**src/rtl/alu_pkg.sv**
```systemverilog
// Shared ALU widths, op-code constants and sequencer FSM encoding.
// Pure declarations: no latency, no flow control.
package alu_pkg;

  localparam int DATA_W = 4;
  localparam int OP_W   = 3;

  localparam logic [OP_W-1:0] OP_ADD = 3'b000;
  localparam logic [OP_W-1:0] OP_SUB = 3'b001;
  localparam logic [OP_W-1:0] OP_AND = 3'b010;
  localparam logic [OP_W-1:0] OP_OR  = 3'b011;
  localparam logic [OP_W-1:0] OP_XOR = 3'b100;
  localparam logic [OP_W-1:0] OP_NOT = 3'b101;

  typedef enum logic [1:0] {
    ST_IDLE = 2'd0,
    ST_EXEC = 2'd1,
    ST_RESP = 2'd2
  } state_e;

  typedef struct packed {
    logic [OP_W-1:0]   op;
    logic [DATA_W-1:0] a;
    logic [DATA_W-1:0] b;
  } cmd_t;

  // Codes 110 and 111 are the only undefined operations.
  function automatic logic op_illegal(input logic [OP_W-1:0] op);
    return op[2:1] == 2'b11;
  endfunction

endpackage

```
**src/rtl/alu.sv**
```systemverilog
// Combinational 4-bit ALU: add/sub with carry-borrow, bitwise logic, NOT a.
// Zero latency; no flow control.
module alu
  import alu_pkg::*;
(
  input  logic [DATA_W-1:0] a,
  input  logic [DATA_W-1:0] b,
  input  logic [OP_W-1:0]   op,
  output logic [DATA_W-1:0] result,
  output logic              carry
);

  always_comb begin
    result = '0;
    carry  = 1'b0;
    case (op)
      OP_ADD: {carry, result} = {1'b0, a} + {1'b0, b};
      OP_SUB: begin
        result = a - b;
        carry  = (a < b);
      end
      OP_AND: result = a & b;
      OP_OR:  result = a | b;
      OP_XOR: result = a ^ b;
      OP_NOT: result = ~a;
      default: begin
        result = '0;
        carry  = 1'b0;
      end
    endcase
  end

endmodule

```
**src/rtl/alu_cmd_sequencer.sv**
```systemverilog
// Queues ALU commands in a DEPTH-entry FIFO and returns one registered result per command.
// Result valid two edges after accept into an idle block; cmd_ready drops when full, result held until res_ready.
module alu_cmd_sequencer
  import alu_pkg::*;
#(
  parameter int DEPTH = 4
) (
  input  logic              clk,
  input  logic              rst_n,
  input  logic              cmd_valid,
  output logic              cmd_ready,
  input  logic [OP_W-1:0]   cmd_op,
  input  logic [DATA_W-1:0] cmd_a,
  input  logic [DATA_W-1:0] cmd_b,
  output logic              res_valid,
  input  logic              res_ready,
  output logic [DATA_W-1:0] res_data,
  output logic              res_carry,
  output logic              res_err,
  output logic              busy,
  output logic [7:0]        done_cnt
);

  localparam int AW = (DEPTH > 1) ? $clog2(DEPTH) : 1;

  cmd_t          mem [DEPTH];
  logic [AW-1:0] wr_ptr;
  logic [AW-1:0] rd_ptr;
  logic [AW:0]   count;
  logic          fifo_empty;
  logic          push;
  logic          pop;

  state_e state;
  state_e state_nxt;
  cmd_t   cur;

  logic [DATA_W-1:0] alu_result;
  logic              alu_carry;
  logic              cur_illegal;

  assign fifo_empty = (count == '0);
  assign cmd_ready  = (count < (AW+1)'(DEPTH));
  assign push       = cmd_valid & cmd_ready;
  assign res_valid  = (state == ST_RESP);
  assign busy       = (state != ST_IDLE) || !fifo_empty;

  always_comb begin
    state_nxt = state;
    pop       = 1'b0;
    case (state)
      ST_IDLE: begin
        if (!fifo_empty) begin
          pop       = 1'b1;
          state_nxt = ST_EXEC;
        end
      end
      ST_EXEC: state_nxt = ST_RESP;
      ST_RESP: begin
        if (res_ready) begin
          if (!fifo_empty) begin
            pop       = 1'b1;
            state_nxt = ST_EXEC;
          end else begin
            state_nxt = ST_IDLE;
          end
        end
      end
      default: state_nxt = ST_IDLE;
    endcase
  end

  always_ff @(posedge clk or negedge rst_n) begin
    if (!rst_n) state <= ST_IDLE;
    else        state <= state_nxt;
  end

  // Storage carries no reset; entries are only visible through count.
  always_ff @(posedge clk) begin
    if (push) mem[wr_ptr] <= {cmd_op, cmd_a, cmd_b};
  end

  always_ff @(posedge clk or negedge rst_n) begin
    if (!rst_n) begin
      wr_ptr <= '0;
      rd_ptr <= '0;
      count  <= '0;
    end else begin
      if (push) wr_ptr <= wr_ptr + 1'b1;
      if (pop)  rd_ptr <= rd_ptr + 1'b1;
      case ({push, pop})
        2'b10:   count <= count + 1'b1;
        2'b01:   count <= count - 1'b1;
        default: count <= count;
      endcase
    end
  end

  always_ff @(posedge clk or negedge rst_n) begin
    if (!rst_n)   cur <= '0;
    else if (pop) cur <= mem[rd_ptr];
  end

  alu u_alu (
    .a      (cur.a),
    .b      (cur.b),
    .op     (cur.op),
    .result (alu_result),
    .carry  (alu_carry)
  );

  assign cur_illegal = op_illegal(cur.op);

  always_ff @(posedge clk or negedge rst_n) begin
    if (!rst_n) begin
      res_data  <= '0;
      res_carry <= 1'b0;
      res_err   <= 1'b0;
    end else if (state == ST_EXEC) begin
      res_data  <= cur_illegal ? '0 : alu_result;
      res_carry <= cur_illegal ? 1'b0 : alu_carry;
      res_err   <= cur_illegal;
    end
  end

  always_ff @(posedge clk or negedge rst_n) begin
    if (!rst_n)                              done_cnt <= '0;
    else if (state == ST_RESP && res_ready)  done_cnt <= done_cnt + 8'd1;
  end

endmodule

```
**config.mk**
```make
export PLATFORM = sky130hd
export DESIGN_NAME = alu_cmd_sequencer
export DESIGN_NICKNAME = d
export VERILOG_FILES = /design/src/rtl/alu_pkg.sv /design/src/rtl/alu.sv /design/src/rtl/alu_cmd_sequencer.sv
export SDC_FILE = /design/constraint.sdc
export NUM_CORES = 1
export LEC_CHECK = 0
export ABC_AREA = 1
export CELL_PAD_IN_SITES_DETAIL_PLACEMENT = 1
export CELL_PAD_IN_SITES_GLOBAL_PLACEMENT = 1
export CORE_MARGIN = 4
export CORE_UTILIZATION = 30
export CTS_CLUSTER_SIZE = 14
export DETAILED_ROUTE_END_ITERATION = 7
export PLACE_DENSITY = 0.54
export SLEW_MARGIN = 0
export SYNTH_ARGS = -nofsm -noshare
export SYNTH_HDL_FRONTEND = slang
export SYNTH_SLANG_ARGS = --single-unit
```
**constraint.sdc**
```tcl
create_clock -name clk -period 4.7 [get_ports clk]
set_input_delay 0.94 -clock clk [delete_from_list [all_inputs] [get_ports clk]]
set_output_delay 0.94 -clock clk [all_outputs]
set_load 0.005 [all_outputs]
```
==> impl_metrics.csv <==
group,metric,value,unit
cts,cts_tree,"done",
setup_path,timing.rr.end,"count[2]$_DFFE_PN0P_",
cts,clock_latency,0.33,ns
logic_synthesis,async_reset_ff_frac,0.436,
sta,setup-violations-final,0,
sta,rsz0062_at_grt,"no",
power,power.share.combinational,0.395,
setup_path,crit-reg2reg-launch,"state[0]$_DFFE_PN0P_",
die,start_util,0.308,
worst_hold_path,whs_endpoint,"count[0]$_DFFE_PN0P_",
die,rows,40,
placed_design,dp.cells,560,
power,p_seq_frac,0.365,
setup_path,worstPathCellList,"clkdlybuf4s50_1 > inv_1 > a21oi_1 > nand2_1 > inv_2 > ha_1 > inv_1 > fa_1 > a21oi_1 > o21ai_0 > xor2_1",
cells_and_area,diodes,0,
placed_design,place_congestion,0.813,
sta,fin_crit_sh,0.643,
logic_synthesis,synth_ff_type,"edfxtp_1",
placed_design,port_buffers,31,
setup_path,critPathKind,"primary input to flip-flop",
die,core,12100,µm²
cts,clock-sinks,78,
global_routing,grt_pass1_vias,2612,
power,p_clk_frac,0.240,
setup_path,rr_worst_depth,9,
cts,cts.clk_slew.worst_paths,0.06,ns
logic_synthesis,synth.most_common_cell,"nand2_1",
cells_and_area,postLayoutCoreUtil,0.373,
global_routing,grt_pass1_wl,13200,µm
worst_hold_path,hold_class,"flip-flop to flip-flop",
setup_path,required,4.90,ns
logic_synthesis,yosysTopAreaCellShare,0.355,
global_routing,antenna_found_initial,0,
die,dieArea,14200,µm²
power,p_sw_frac,0.390,
placed_design,hpwl,5570,µm
cts,htree_levels,3,
sta,timing.hold.ws,0.472,ns
logic_synthesis,syn_area,3720,µm²
cells_and_area,layout.cells.non_filler,576,
worst_hold_path,whs_path_depth,1,
cts,clockRootBuffer,"clkbuf_16",
placed_design,placed_area,4180,µm²
power,p_switching,1.19,mW
die,pin_count,32,
cts,cts_buffer_depth,2,
setup_path,path_buf_inv,4,
sta,drv_slew,0,
setup_path,cp_top_family,"buffers and inverters",
die,die_h,119,µm
logic_synthesis,synth_area_leaders,"edfxtp_1 36%, dfrtp_1 23%, nand2_1 6.4%, ha_1 6.1%, nor2_1 5.0%",
logic_synthesis,postSynthCellCount,369,
setup_path,worstSetupStartpointType,"primary input",
cts,cts_resized,0,
sta,setup_tns,0,ns
logic_synthesis,yosys.cell_types.count,30,
job,maxCapViolations,0,
routing,wl_per_cell,13.7,µm
logic_synthesis,synth_top_area_cell,"edfxtp_1",
routing,drt_iter0_drc,82,
sta,worstMarginPinSlew,1.11,ns
cts,cts_setup_buffers,0,
logic_synthesis,synth.yosys.warnings,0,
logic_synthesis,seq_area_frac_synth,0.584,
power,p_per_area,676,nW/µm²
cells_and_area,nNetsFinal,439,
cells_and_area,area.growth.synth_to_final,21.0,%
routing,totalWireLength,7870,µm
die,die_w,119,µm
power,peakVddDrop,0.000209,V
global_routing,gr-total-overflow,0,
cells_and_area,fin_area,4500,µm²
sta,skew,0.00605,ns
logic_synthesis,synth_nets,405,
run_status,status,"finished clean",
logic_synthesis,ys_ff_latch,78,
cells_and_area,final_layout_size_suffix_gt1_frac,0.0735,
setup_path,cp-end-kind,"flip-flop",
logic_synthesis,synth_common_cells,"63 x nand2_1, 50 x nor2_1, 44 x edfxtp_1",
logic_synthesis,synth.avg_cell_area,10.1,µm²
cts,numCtsBuffers,9,
setup_path,cpPeakStageDelay,0.52,ns
global_routing,grt_max_degree,35,
routing,drc_errors,0,
global_routing,grt_usage,0.118,
cts,hold_buffers,0,
sta,max_freq,331,MHz
setup_path,regToRegSetupSlack,2.41,ns
routing,vias_per_cell,4.30,
routing,antenna_left,0,
sta,hold_violations,0,
power,p_int,1.85,mW
routing,vias,2476,
setup_path,cp.arrival,3.22,ns
worst_hold_path,hold_start,"count[0]$_DFFE_PN0P_",
power,power_leakage,1.89,nW
sta,layout_min_cycle_time,3.02,ns
setup_path,cpMaxStageDelayCell,"clkdlybuf4s50_1",
routing,drtPass1Iterations,4,
sta,max_slew_margin,0.257,
setup_path,critical_path.max_fanout,24,
logic_synthesis,synth_edf_count,44,
sequential cells by signal (all words and copies together) (netlist names):
register,cells
mem,44
cur,11
done_cnt,8
res_data,4
count,3
rd_ptr,2
state,2
wr_ptr,2
res_carry,1
res_err,1
cells in the final DEF, fill, tap and decap left out, types with 2 or more instances in the layout:
cell	Yosys	routed
nand2_1	63	63
nor2_1	50	50
edfxtp_1	44	44
inv_1	40	40
dfrtp_1	34	34
clkdlybuf4s50_1	0	30
o21ai_1	27	27
o21ai_0	22	22
ha_1	18	18
nand3_1	16	16
clkbuf_16	0	9
a21oi_1	8	8
xor2_1	7	7
inv_2	5	5
nor2_2	4	4
xnor2_1	4	4
o22ai_1	3	3
nand4_1	3	3
fa_1	3	3
clkbuf_1	3	2
bufinv_16	0	2
routing by layer:
metal	wire length [µm]	part of all wire	vias up	global-route usage
li1	-	-	1281	-
met1	3730	0.47	1152	0.147
met2	3800	0.48	32	0.199
met3	219	0.028	11	0.0290
met4	122	0.015	0	0.0415
met5	0	0	-	0
cell families (layout without fill, tap and decap cells):
group                      count (synthesis)  in the layout  share of synthesized area
buffers and inverters                     53             92                     0.0586
and+or+nand+nor                          143            143                      0.167
DFF                                       78             78                      0.584
AOI/OAI and AO/OA                         63             63                     0.0879
xor gates and xnor gates                  11             11                     0.0259
adders and majority gates                 21             21                     0.0767
power groups by stage:
stage	registers, mW	logic, mW	clock network (mW)
floorplan	1.05	0.894	0
global placement	1.13	1.20	0
detailed placement	1.13	1.22	0
CTS	1.12	1.23	0.751
global route	1.15	1.40	0.784
finish	1.11	1.20	0.730
how the worst max path moves through the flow:
stage                    from                   end  slack, ns  cells past startpoint
finish              res_ready  count[2]$_DFFE_PN0P_       1.68                     11
global placement    res_ready  count[2]$_DFFE_PN0P_       1.39                     11
floorplan           res_ready  count[2]$_DFFE_PN0P_       2.19                     11
global route        res_ready  count[2]$_DFFE_PN0P_       1.44                     11
detailed placement  res_ready  count[2]$_DFFE_PN0P_       1.32                     11
CTS                 res_ready  count[2]$_DFFE_PN0P_       1.67                     11
stage by stage:
| stage | total power, mW | setup WS (ns) |
|---|---|---|
| after floorplan | 1.95 | 2.19 |
| after global placement | 2.32 | 1.39 |
| after detailed placement | 2.35 | 1.32 |
| after CTS | 3.10 | 1.67 |
| after global routing | 3.33 | 1.44 |
| final | 3.04 | 1.68 |
worst register-to-register path, cell delays in order (launching register included):
cell     delay, ns
dfrtp_1       0.44
a21oi_1       0.19
nand2_1       0.14
inv_2         0.32
ha_1          0.22
inv_1         0.07
fa_1          0.38
a21oi_1       0.14
o21ai_0       0.11
xor2_1        0.16
final cells by class:
class | count | area (µm²)
fillers | 1358 | 7560
flip-flops and latches | 78 | 2170
multi-input cells | 238 | 1330
repair buffers | 31 | 305
clock buffers | 11 | 233
well taps | 168 | 210
inverters | 45 | 169
clock inverters | 5 | 81.3
Power figures use the tool's default switching activity.
